`src/rtl/msg_block_packer_if.sv`:
```
// Handshake bundle for msg_block_packer: 32-bit word input stream and padded 512-bit block output stream.
interface msg_block_packer_if;
  logic         in_valid;
  logic [31:0]  in_data;
  logic         in_last;
  logic         in_ready;
  logic         blk_valid;
  logic [511:0] blk_data;
  logic         blk_last;
  logic         blk_ready;

  modport slave (
    input  in_valid, in_data, in_last, blk_ready,
    output in_ready, blk_valid, blk_data, blk_last
  );

  modport master (
    output in_valid, in_data, in_last, blk_ready,
    input  in_ready, blk_valid, blk_data, blk_last
  );
endinterface

```
`src/rtl/msg_block_packer.sv`:
```
// Packs a 32-bit word message stream into 512-bit blocks with 0x80000000 marker,
// zero fill and trailing 64-bit bit length (SHA-2 style padding).
module msg_block_packer (
  input  logic                clk,
  input  logic                rst,
  msg_block_packer_if.slave   bus
);

  typedef enum logic [1:0] {
    FILL,
    EMIT,
    EMIT_EXTRA
  } state_e;

  localparam logic [31:0] MARKER = 32'h8000_0000;

  state_e             state_q, state_d;
  logic [3:0]         idx_q, idx_d;
  logic [31:0]        cnt_q, cnt_d;
  logic [15:0][31:0]  buf_q, buf_d;
  logic               last_q, last_d;
  logic               extra_q, extra_d;
  logic               marker_done_q, marker_done_d;

  logic [31:0]        cnt_inc;
  logic [63:0]        len_fill;
  logic [63:0]        len_held;

  function automatic logic [63:0] bit_len(input logic [31:0] words);
    return {27'b0, words, 5'b0};
  endfunction

  always_ff @(posedge clk) begin
    if (!rst) begin
      state_q       <= FILL;
      idx_q         <= '0;
      cnt_q         <= '0;
      buf_q         <= '0;
      last_q        <= 1'b0;
      extra_q       <= 1'b0;
      marker_done_q <= 1'b0;
    end else begin
      state_q       <= state_d;
      idx_q         <= idx_d;
      cnt_q         <= cnt_d;
      buf_q         <= buf_d;
      last_q        <= last_d;
      extra_q       <= extra_d;
      marker_done_q <= marker_done_d;
    end
  end

  always_comb begin
    state_d       = state_q;
    idx_d         = idx_q;
    cnt_d         = cnt_q;
    buf_d         = buf_q;
    last_d        = last_q;
    extra_d       = extra_q;
    marker_done_d = marker_done_q;
    cnt_inc       = cnt_q + 32'd1;
    len_fill      = bit_len(cnt_inc);
    len_held      = bit_len(cnt_q);

    case (state_q)
      FILL: begin
        if (bus.in_valid) begin
          cnt_d        = cnt_inc;
          buf_d[idx_q] = bus.in_data;
          idx_d        = idx_q + 4'd1;
          if (bus.in_last) begin
            idx_d   = '0;
            state_d = EMIT;
            // Everything above the last word is rewritten: marker right after it, zeros beyond.
            for (int unsigned i = 0; i < 16; i++) begin
              if (i > 32'(idx_q)) begin
                buf_d[i] = (i == 32'(idx_q) + 32'd1) ? MARKER : '0;
              end
            end
            if (idx_q <= 4'd12) begin
              buf_d[14]     = len_fill[63:32];
              buf_d[15]     = len_fill[31:0];
              last_d        = 1'b1;
              extra_d       = 1'b0;
              marker_done_d = 1'b0;
            end else begin
              last_d        = 1'b0;
              extra_d       = 1'b1;
              marker_done_d = (idx_q != 4'd15);
            end
          end else if (idx_q == 4'd15) begin
            idx_d   = '0;
            state_d = EMIT;
            last_d  = 1'b0;
            extra_d = 1'b0;
          end
        end
      end

      EMIT: begin
        if (bus.blk_ready) begin
          buf_d = '0;
          if (extra_q) begin
            state_d   = EMIT_EXTRA;
            buf_d[0]  = marker_done_q ? 32'h0 : MARKER;
            buf_d[14] = len_held[63:32];
            buf_d[15] = len_held[31:0];
            last_d    = 1'b1;
            extra_d   = 1'b0;
          end else if (last_q) begin
            state_d = FILL;
            cnt_d   = '0;
            idx_d   = '0;
            last_d  = 1'b0;
          end else begin
            state_d = FILL;
          end
        end
      end

      EMIT_EXTRA: begin
        if (bus.blk_ready) begin
          state_d       = FILL;
          buf_d         = '0;
          cnt_d         = '0;
          idx_d         = '0;
          last_d        = 1'b0;
          marker_done_d = 1'b0;
        end
      end

      default: begin
        state_d = FILL;
      end
    endcase
  end

  always_comb begin
    bus.in_ready  = (state_q == FILL);
    bus.blk_valid = (state_q != FILL);
    bus.blk_last  = last_q;
    bus.blk_data  = '0;
    for (int unsigned i = 0; i < 16; i++) begin
      bus.blk_data[511 - 32*i -: 32] = buf_q[i];
    end
  end

endmodule

```
`src/flat_wrapper.sv`:
```
// flat-port wrapper written by rule: the top's interface ports become plain ports
module msg_block_packer_flat 
  (clk, rst, bus_in_valid, bus_in_data, bus_in_last, bus_blk_ready, bus_in_ready, bus_blk_valid, bus_blk_data, bus_blk_last);
  msg_block_packer_if bus_i ();
  input  logic clk;
  input  logic rst;
  input wire logic [$bits(bus_i.in_valid)-1:0] bus_in_valid;
  input wire logic [$bits(bus_i.in_data)-1:0] bus_in_data;
  input wire logic [$bits(bus_i.in_last)-1:0] bus_in_last;
  input wire logic [$bits(bus_i.blk_ready)-1:0] bus_blk_ready;
  output wire logic [$bits(bus_i.in_ready)-1:0] bus_in_ready;
  output wire logic [$bits(bus_i.blk_valid)-1:0] bus_blk_valid;
  output wire logic [$bits(bus_i.blk_data)-1:0] bus_blk_data;
  output wire logic [$bits(bus_i.blk_last)-1:0] bus_blk_last;
  assign bus_i.in_valid = bus_in_valid;
  assign bus_i.in_data = bus_in_data;
  assign bus_i.in_last = bus_in_last;
  assign bus_i.blk_ready = bus_blk_ready;
  assign bus_in_ready = bus_i.in_ready;
  assign bus_blk_valid = bus_i.blk_valid;
  assign bus_blk_data = bus_i.blk_data;
  assign bus_blk_last = bus_i.blk_last;
  msg_block_packer u_core (.clk(clk), .rst(rst), .bus(bus_i));
endmodule
```
`config.mk`:
```
export PLATFORM = sky130hd
export DESIGN_NAME = msg_block_packer_flat
export DESIGN_NICKNAME = d
export VERILOG_FILES = /design/src/rtl/msg_block_packer_if.sv /design/src/rtl/msg_block_packer.sv /design/src/flat_wrapper.sv
export SDC_FILE = /design/constraint.sdc
export NUM_CORES = 1
export LEC_CHECK = 0
export ABC_AREA = 1
export CAP_MARGIN = 40
export CELL_PAD_IN_SITES_DETAIL_PLACEMENT = 1
export CELL_PAD_IN_SITES_GLOBAL_PLACEMENT = 2
export CORE_MARGIN = 3
export CORE_UTILIZATION = 29
export CTS_BUF_LIST = sky130_fd_sc_hd__clkbuf_4 sky130_fd_sc_hd__clkbuf_8
export DETAILED_ROUTE_END_ITERATION = 8
export HOLD_SLACK_MARGIN = 0.02
export PLACE_DENSITY_LB_ADDON = 0.1
export SKIP_CTS_REPAIR_TIMING = 1
export SYNTH_ARGS = -nofsm -noshare
export SYNTH_HDL_FRONTEND = slang
export SYNTH_SLANG_ARGS = --single-unit
```
`constraint.sdc`:
```
create_clock -name clk -period 2.5 [get_ports clk]
set_clock_uncertainty 0.15 [all_clocks]
set_input_delay 0.5 -clock clk [delete_from_list [all_inputs] [get_ports clk]]
set_output_delay 0.5 -clock clk [all_outputs]
set_load 0.01 [all_outputs]
```
==> results of run 1 <==
## tightest hold or removal path, stage by stage, from the launching register on
cell	delay, ns
sky130_fd_sc_hd__dfxtp_1	0.31
sky130_fd_sc_hd__inv_1	0.05
sky130_fd_sc_hd__a211oi_1	0.05
## report_power, final
group	internal, uW	total, uW	switching (uW)	leakage (uW)
combinational	4520	12500	8000	0.00686
sequential	9500	10100	551	0.00447
clock	5400	9740	4330	0.00122
total	19400	32300	12900	0.0126
## metrics by stage
step / TNS [ns] / utilization [%] / instance area [um^2]
finish: 0 / 41.9 / 34600
global route: -1.21 / 41.9 / 34600
CTS: -0.782 / 41.7 / 34500
detailed placement: -29.50 / 38.9 / 32200
global placement: -28.60 / 38.9 / 32200
floorplan: 0 / - / 24400
## layout make-up
cell class	instances	area [um^2]
flip-flops and latches	553	11100
diodes	4	10.0
multi-input cells	2188	11200
well taps	1070	1340
fillers	9908	48100
clock buffers	172	2120
inverters	299	1130
repair buffers	737	7640
clock inverters	17	155
## routing by layer
layer | wire length [um] | GRT usage, % | vias up
li1 | - | - | 12170
met1 | 51800 | 33.7 | 12759
met2 | 59200 | 46.1 | 725
met3 | 8680 | 7.05 | 200
met4 | 4780 | 10.9 | 4
met5 | 20 | 0 | -
## sequential cells by signal, indices dropped and copies added, names as in the netlist, named ones only
| name | flops |
|---|---|
| u_core.bus.blk_data | 511 |
| u_core.cnt_q | 32 |
| u_core.idx_q | 4 |
| u_core.state_q | 2 |
| u_core.bus.blk_last | 1 |
| u_core.extra_q | 1 |
| u_core.marker_done_q | 1 |
## how the worst min path moves through the flow
| stage | startpoint | endpoint | slack, ns | cells after the start |
|---|---|---|---|---|
| after floorplan | u_core.marker_done_q$_SDFFE_PN0P_ | u_core.marker_done_q$_SDFFE_PN0P_ | 0.30 | 2 |
| after global placement | u_core.bus.blk_data[149]$_SDFFE_PN0P_ | u_core.bus.blk_data[149]$_SDFFE_PN0P_ | 0.29 | 2 |
| after detailed placement | u_core.bus.blk_data[216]$_SDFFE_PN0P_ | u_core.bus.blk_data[216]$_SDFFE_PN0P_ | 0.30 | 2 |
| after CTS | u_core.bus.blk_data[213]$_SDFFE_PN0P_ | u_core.bus.blk_data[213]$_SDFFE_PN0P_ | 0.31 | 2 |
| after global routing | u_core.bus.blk_data[147]$_SDFFE_PN0P_ | u_core.bus.blk_data[147]$_SDFFE_PN0P_ | 0.33 | 2 |
| final | u_core.bus.blk_data[134]$_SDFFE_PN0P_ | u_core.bus.blk_data[134]$_SDFFE_PN0P_ | 0.31 | 2 |
## layout by cell type, fill, tap and decap left out, types with 53 or more instances in the layout
| master | Yosys | final |
|---|---|---|
| sky130_fd_sc_hd__buf_4 | 15 | 130 |
| sky130_fd_sc_hd__nor2_1 | 304 | 299 |
| sky130_fd_sc_hd__clkdlybuf4s50_1 | 0 | 541 |
| sky130_fd_sc_hd__nand2_1 | 780 | 773 |
| sky130_fd_sc_hd__o211ai_1 | 102 | 102 |
| sky130_fd_sc_hd__nand4_1 | 70 | 70 |
| sky130_fd_sc_hd__buf_12 | 0 | 53 |
| sky130_fd_sc_hd__dfxtp_1 | 553 | 546 |
| sky130_fd_sc_hd__a21oi_1 | 379 | 379 |
| sky130_fd_sc_hd__a211oi_1 | 128 | 127 |
| sky130_fd_sc_hd__o2111ai_1 | 63 | 63 |
| sky130_fd_sc_hd__nand3_1 | 105 | 104 |
| sky130_fd_sc_hd__o21ai_0 | 80 | 79 |
| sky130_fd_sc_hd__inv_1 | 289 | 289 |
| sky130_fd_sc_hd__clkbuf_8 | 0 | 133 |
## kinds of logic (layout without fill, tap and decap cells)
family | after synthesis | count (layout) | synth area share, %
xor gates and xnor gates | 18 | 18 | 0.645
AOI/OAI and AO/OA | 806 | 806 | 20.4
buffers and inverters | 572 | 1225 | 9.46
DFF | 553 | 553 | 45.3
other | 0 | 4 | 0
adders and majority gates | 11 | 11 | 0.563
and+or+nand+nor | 1322 | 1322 | 22.4
muxes | 31 | 31 | 1.27
==> implementation parameters, run 1 <==
Parameter                              Value

Outcome
  Run status    completed

Logic synthesis
  Register bit count reported by yosys    about 550
  Primary FF master, synth    sky130_fd_sc_hd__dfxtp_1
  Mean area per synthesized cell    roughly 7.4 um^2
  Number of warnings printed during yosys synthesis    0
  Async SR Flop Fraction    0%
  Sequential-to-total area share from yosys stat    between 40% and 50%
  Top-count cell post-synth    sky130_fd_sc_hd__nand2_1
  Number of library cell types mapped by synthesis    42
  Dominant cell type by area after synthesis    sky130_fd_sc_hd__dfxtp_1
  Largest cells by area after synthesis    sky130_fd_sc_hd__dfxtp_1, sky130_fd_sc_hd__nand2_1, sky130_fd_sc_hd__a21oi_1
  Cell count after synthesis    around 3300
  Synthesized cell area    between 0.02 and 0.025 mm^2
  Syn nets    about 3400
  Number of flops mapped to enable cells by yosys    0
  Yosys top cell area share    a little under half
  Synth top cells by count    sky130_fd_sc_hd__nand2_1, sky130_fd_sc_hd__dfxtp_1, sky130_fd_sc_hd__a21oi_1

Worst setup path
  Worst-path fanout max    15
  End of the worst register-to-register path    u_core.bus.blk_data[256]$_SDFFE_PN0P_
  Launching element type of the critical path    flop
  End point of the critical path    u_core.bus.blk_data[256]$_SDFFE_PN0P_
  Type of destination of the critical path    flop
  Critical path's slowest cell    sky130_fd_sc_hd__ha_2
  Setup crit start    u_core.state_q[1]$_SDFFE_PN0P_
  Sequence of cells on the critical path    inv_1, ha_2, inv_2, a21oi_4, nand3_4, buf_12, buf_4, nor2_4, buf_12, clkbuf_16, o211ai_1, a21oi_1
  R2r setup slk    0.02 ns
  Largest delay contributor family on the critical path    buffers and inverters
  FF-to-FF Start    u_core.state_q[1]$_SDFFE_PN0P_
  Required time of the critical path    roughly 3.0 ns
  Depth of the worst register-to-register path    12
  Critical Path Stages    12
  Type of the worst setup path    flop to flop
  CP max stage delay    0.35 ns
  Number of buffer and inverter instances along the worst setup path    6
  Most used cell along the critical path    sky130_fd_sc_hd__buf_12
  Worst EP arrival    2.96 ns

STA
  Hold violation total from the final report    0
  Slew HR    slightly below 60%
  Slew at the pin with the worst max-slew slack    roughly 0.63 ns
  Minimum clock period after layout    about 2.5 ns
  Final worst-path cycle share    approximately 100%
  Final setup violation count    0
  Tightest hold margin    approximately 0.31 ns
  Highest Clock Rate    around 400 MHz
  Slack of the critical path    0.0248 ns
  Final-report max-slew violation count    0

Placement
  Number of cells in the design after placement    4843
  RD Place Congestion    between 0.8 and 0.9
  Port-buffer cells    around 550
  Post-place setup slack    -0.195 ns
  Estimated wirelength of the detail-placed design    just under 90000 um

Power and ir drop
  Pwr/cell area    around 930 mW/mm^2
  Reported leakage power    approximately 0.013 uW
  Total power consumption of the routed design    32300 uW
  IR Drop Worst-Case VDD    between 0.0005 and 0.0006 V

Global route
  Antenna violations before repair    5
  Final global-route overflow total    0
  First-pass GRT wire length    between 150000 and 200000 um
  Number of global-route vias before repair    ~27000
  Maximum number of pins on one net before global-route repair    65
  Overall fraction of global-route tracks in use    27.5%

Die
  Rows    105
  Core region area    around 0.083 mm^2
  DIE WIDTH    between 200 and 300 um
  Starting utilization of the core area    between 20 and 30%
  Die extent in y    approximately 300 um
  Number of ports placed on the die boundary    about 550
  Die area    between 0.08 and 0.09 mm^2

Drt
  First-pass DRT Iterations    5
  Via/cell ratio    5.13
  Final wirelength    roughly 120000 um
  Detail-routed net length per standard cell    between 20 and 25 um
  Number of nets with antenna violations after detailed routing    0
  Number of DRC violations after detailed routing    0
  Total vias in the final route    around 26000
  Initial DRC Count    between 1000 and 1500

CTS
  Clock tree from TritonCTS    built
  Clock transition time at the flip-flop clock pins of the worst setup and hold paths    0.06 ns
  Root cell of the clock tree    sky130_fd_sc_hd__clkbuf_8
  Clock latency on the worst-skew pair    approximately 0.74 ns
  Number of clock buffers inserted by TritonCTS    approximately 100
  Clock Sinks    roughly 550
  Maximum number of buffers from clock root to sink    3
  Number of H-tree branching levels    3

Hold path
  Path type of the worst min-delay path    flop to flop

Final layout
  Layout cell share with drive strength beyond 1    between 10% and 20%
  Signed area change from the synthesized netlist to the final layout    41.8%
  Fin cells    5040
  Final-stage net count    roughly 3900

Flow run
  Count of maximum capacitance violations    0
Note: power is estimated with default switching activity, not from simulation.
==> inputs of run 2 (changes only) <==
--- a/config.mk
+++ b/config.mk
@@ -6,7 +6,6 @@
 export NUM_CORES = 1
 export LEC_CHECK = 0
 export ABC_AREA = 1
-export CAP_MARGIN = 40
 export CELL_PAD_IN_SITES_DETAIL_PLACEMENT = 1
 export CELL_PAD_IN_SITES_GLOBAL_PLACEMENT = 2
 export CORE_MARGIN = 3
==> results of run 2 <==
Final layout, timing and power as in run 1 (identical DEF).
==> inputs of run 3 (changes only) <==
--- a/config.mk
+++ b/config.mk
@@ -11,10 +11,12 @@
 export CORE_MARGIN = 3
 export CORE_UTILIZATION = 29
 export CTS_BUF_LIST = sky130_fd_sc_hd__clkbuf_4 sky130_fd_sc_hd__clkbuf_8
+export CTS_CLUSTER_DIAMETER = 60
 export DETAILED_ROUTE_END_ITERATION = 8
 export HOLD_SLACK_MARGIN = 0.02
 export PLACE_DENSITY_LB_ADDON = 0.1
 export SKIP_CTS_REPAIR_TIMING = 1
+export SKIP_LAST_GASP = 1
 export SYNTH_ARGS = -nofsm -noshare
 export SYNTH_HDL_FRONTEND = slang
 export SYNTH_SLANG_ARGS = --single-unit
==> implementation parameters, run 3 (synthesis gave the netlist of run 1 again) <==
Parameter                              Value

STA
  Final-report max-slew violation count    0
  Slew HR    a little under 60%
  Hold violation total from the final report    0
  Tightest hold margin    between 0.3 and 0.4 ns
  Final worst-path cycle share    roughly 97%
  Minimum clock period after layout    2.43 ns
  Final setup violation count    0
  Highest Clock Rate    ~410 MHz
  Slew at the pin with the worst max-slew slack    between 0.6 and 0.7 ns

Power and ir drop
  Share of total power consumed by net switching    39.5%
  Cell internal pwr    19800 uW
  Pwr/cell area    942 mW/mm^2
  IR Drop Worst-Case VDD    0.000573 V
  Combinational Power Share    a little under two fifths
  Sequential fraction of design power    between 30% and 40%
  Power spent charging and discharging nets    roughly 13000 uW
  Reported leakage power    0.0125 uW
  Clock network power share    between 30% and 40%

Worst setup path
  Worst-path fanout max    15
  FF-to-FF Start    u_core.state_q[1]$_SDFFE_PN0P_
  R2r setup slk    ~0.066 ns
  Type of destination of the critical path    flop
  CP max stage delay    about 0.35 ns
  Number of buffer and inverter instances along the worst setup path    6
  Sequence of cells on the critical path    inv_1, ha_2, inv_2, a21oi_4, nand3_4, buf_12, buf_4, nor2_4, buf_12, clkbuf_16, o211ai_1, a21oi_1
  Largest delay contributor family on the critical path    buffers and inverters
  Type of the worst setup path    flop to flop
  Depth of the worst register-to-register path    12
  Worst EP arrival    2.92 ns
  Critical Path Stages    12
  Most used cell along the critical path    sky130_fd_sc_hd__buf_12
  Launching element type of the critical path    flop
  End of the worst register-to-register path    u_core.bus.blk_data[278]$_SDFFE_PN0P_
  Critical path's slowest cell    sky130_fd_sc_hd__ha_2
  End point of the critical path    u_core.bus.blk_data[278]$_SDFFE_PN0P_
  Setup crit start    u_core.state_q[1]$_SDFFE_PN0P_
  Required time of the critical path    around 3 ns

CTS
  Clock latency on the worst-skew pair    0.72 ns
  Clock Sinks    553
  Clock transition time at the flip-flop clock pins of the worst setup and hold paths    approximately 0.06 ns
  Maximum number of buffers from clock root to sink    3
  Root cell of the clock tree    sky130_fd_sc_hd__clkbuf_8
  Number of clock buffers inserted by TritonCTS    between 100 and 150
  Clock tree from TritonCTS    built
  Number of H-tree branching levels    3

Global route
  Number of global-route vias before repair    between 20000 and 30000
  Overall fraction of global-route tracks in use    between 20% and 30%
  Maximum number of pins on one net before global-route repair    65
  First-pass GRT wire length    between 150000 and 200000 um
  Final global-route overflow total    0
  Antenna violations before repair    5

Flow run
  Count of maximum capacitance violations    0

Hold path
  Path type of the worst min-delay path    flop to flop
  Hold Path Origin    u_core.bus.blk_data[222]$_SDFFE_PN0P_

Placement
  RD Place Congestion    approximately 0.87
  Estimated wirelength of the detail-placed design    about 89000 um
  Port-buffer cells    551
  Number of cells in the design after placement    around 4800

Die
  Die extent in y    around 300 um
  Die area    0.0877 mm^2
  DIE WIDTH    just under 300 um
  Core region area    0.0828 mm^2
  Starting utilization of the core area    29.5%
  Number of ports placed on the die boundary    roughly 550
  Rows    approximately 110

Final layout
  Layout cell share with drive strength beyond 1    approximately an eighth
  Final-stage net count    slightly below 4000
  Fin cells    just over 5000
  Area used by multi-input combinational logic    0.0112 mm^2
  Count of filler cells inserted in the layout    ~10000
  Sequential cell area    between 0.01 and 0.015 mm^2
  Most common library cell in the layout ignoring fill and taps    sky130_fd_sc_hd__nand2_1
  Final standard cell utilization of the core    42.0%
  Signed area change from the synthesized netlist to the final layout    42.3%
  Largest register FFs    511
  Most frequent cells in the layout    sky130_fd_sc_hd__nand2_1, sky130_fd_sc_hd__dfxtp_1, sky130_fd_sc_hd__clkdlybuf4s50_1, sky130_fd_sc_hd__a21oi_1, sky130_fd_sc_hd__nor2_1

Drt
  Final wirelength    ~120000 um
  Total vias in the final route    between 20000 and 30000
  Via/cell ratio    5.12
  Number of nets with antenna violations after detailed routing    0
  Number of DRC violations after detailed routing    0
  Detail-routed net length per standard cell    approximately 25 um
  First-pass DRT Iterations    5
  Initial DRC Count    around 1400

Outcome
  Run status    completed
[run 3: cell type report]
type / instances / area share (%)
Antenna cell: 4 / 0.0288
Clock buffer: 173 / 6.18
Clock inverter: 23 / 0.749
Inverter: 299 / 3.26
Multi-Input combinational cell: 2188 / 32.1
Sequential cell: 553 / 31.9
Tap cell: 1070 / 3.85
Timing Repair Buffer: 737 / 21.9
[run 3: how the worst min path moves through the flow]
stage	endpoint	slack, ns	cells past startpoint
global route	u_core.bus.blk_data[147]$_SDFFE_PN0P_	0.33	2
global placement	u_core.bus.blk_data[149]$_SDFFE_PN0P_	0.29	2
CTS	u_core.bus.blk_data[213]$_SDFFE_PN0P_	0.31	2
detailed placement	u_core.bus.blk_data[216]$_SDFFE_PN0P_	0.30	2
floorplan	u_core.marker_done_q$_SDFFE_PN0P_	0.30	2
finish	u_core.bus.blk_data[222]$_SDFFE_PN0P_	0.30	2
[run 3: power by group through the flow]
stage	logic [uW]	registers, uW	clock network, uW
3_3_place_gp	12200	10200	0
6_report	12500	10100	10200
4_1_cts	12400	10100	10400
3_5_place_dp	12400	10200	0
2_1_floorplan	5970	10300	0
5_1_grt	13500	10100	10900
[run 3: through the flow]
stage               total power, uW  setup slack (ns)  area (um^2)  setup TNS, ns
floorplan                     16300             0.329        24400              0
detailed placement            22600            -0.195        32200         -29.50
global placement              22400            -0.224        32200         -28.60
finish                        32800            0.0662        34800              0
global route                  34500           -0.0201        34800        -0.0777
CTS                           32900            -0.284        34600         -0.761
[run 3: metal layers]
layer,global-route usage (%),routed length [um],up-vias
li1,-,-,12184
met1,33.7,51700,12723
met2,46.1,59000,741
met3,7.10,9070,187
met4,10.5,4590,4
met5,0,20,-
[run 3: worst register-to-register path: stages (launching register included)]
cell	delay, ns
sky130_fd_sc_hd__dfxtp_1	0.33
sky130_fd_sc_hd__inv_1	0.08
sky130_fd_sc_hd__ha_2	0.35
sky130_fd_sc_hd__inv_2	0.07
sky130_fd_sc_hd__a21oi_4	0.26
sky130_fd_sc_hd__nand3_4	0.11
sky130_fd_sc_hd__buf_12	0.16
sky130_fd_sc_hd__buf_4	0.17
sky130_fd_sc_hd__nor2_4	0.12
sky130_fd_sc_hd__buf_12	0.14
sky130_fd_sc_hd__clkbuf_16	0.19
sky130_fd_sc_hd__o211ai_1	0.10
sky130_fd_sc_hd__a21oi_1	0.12
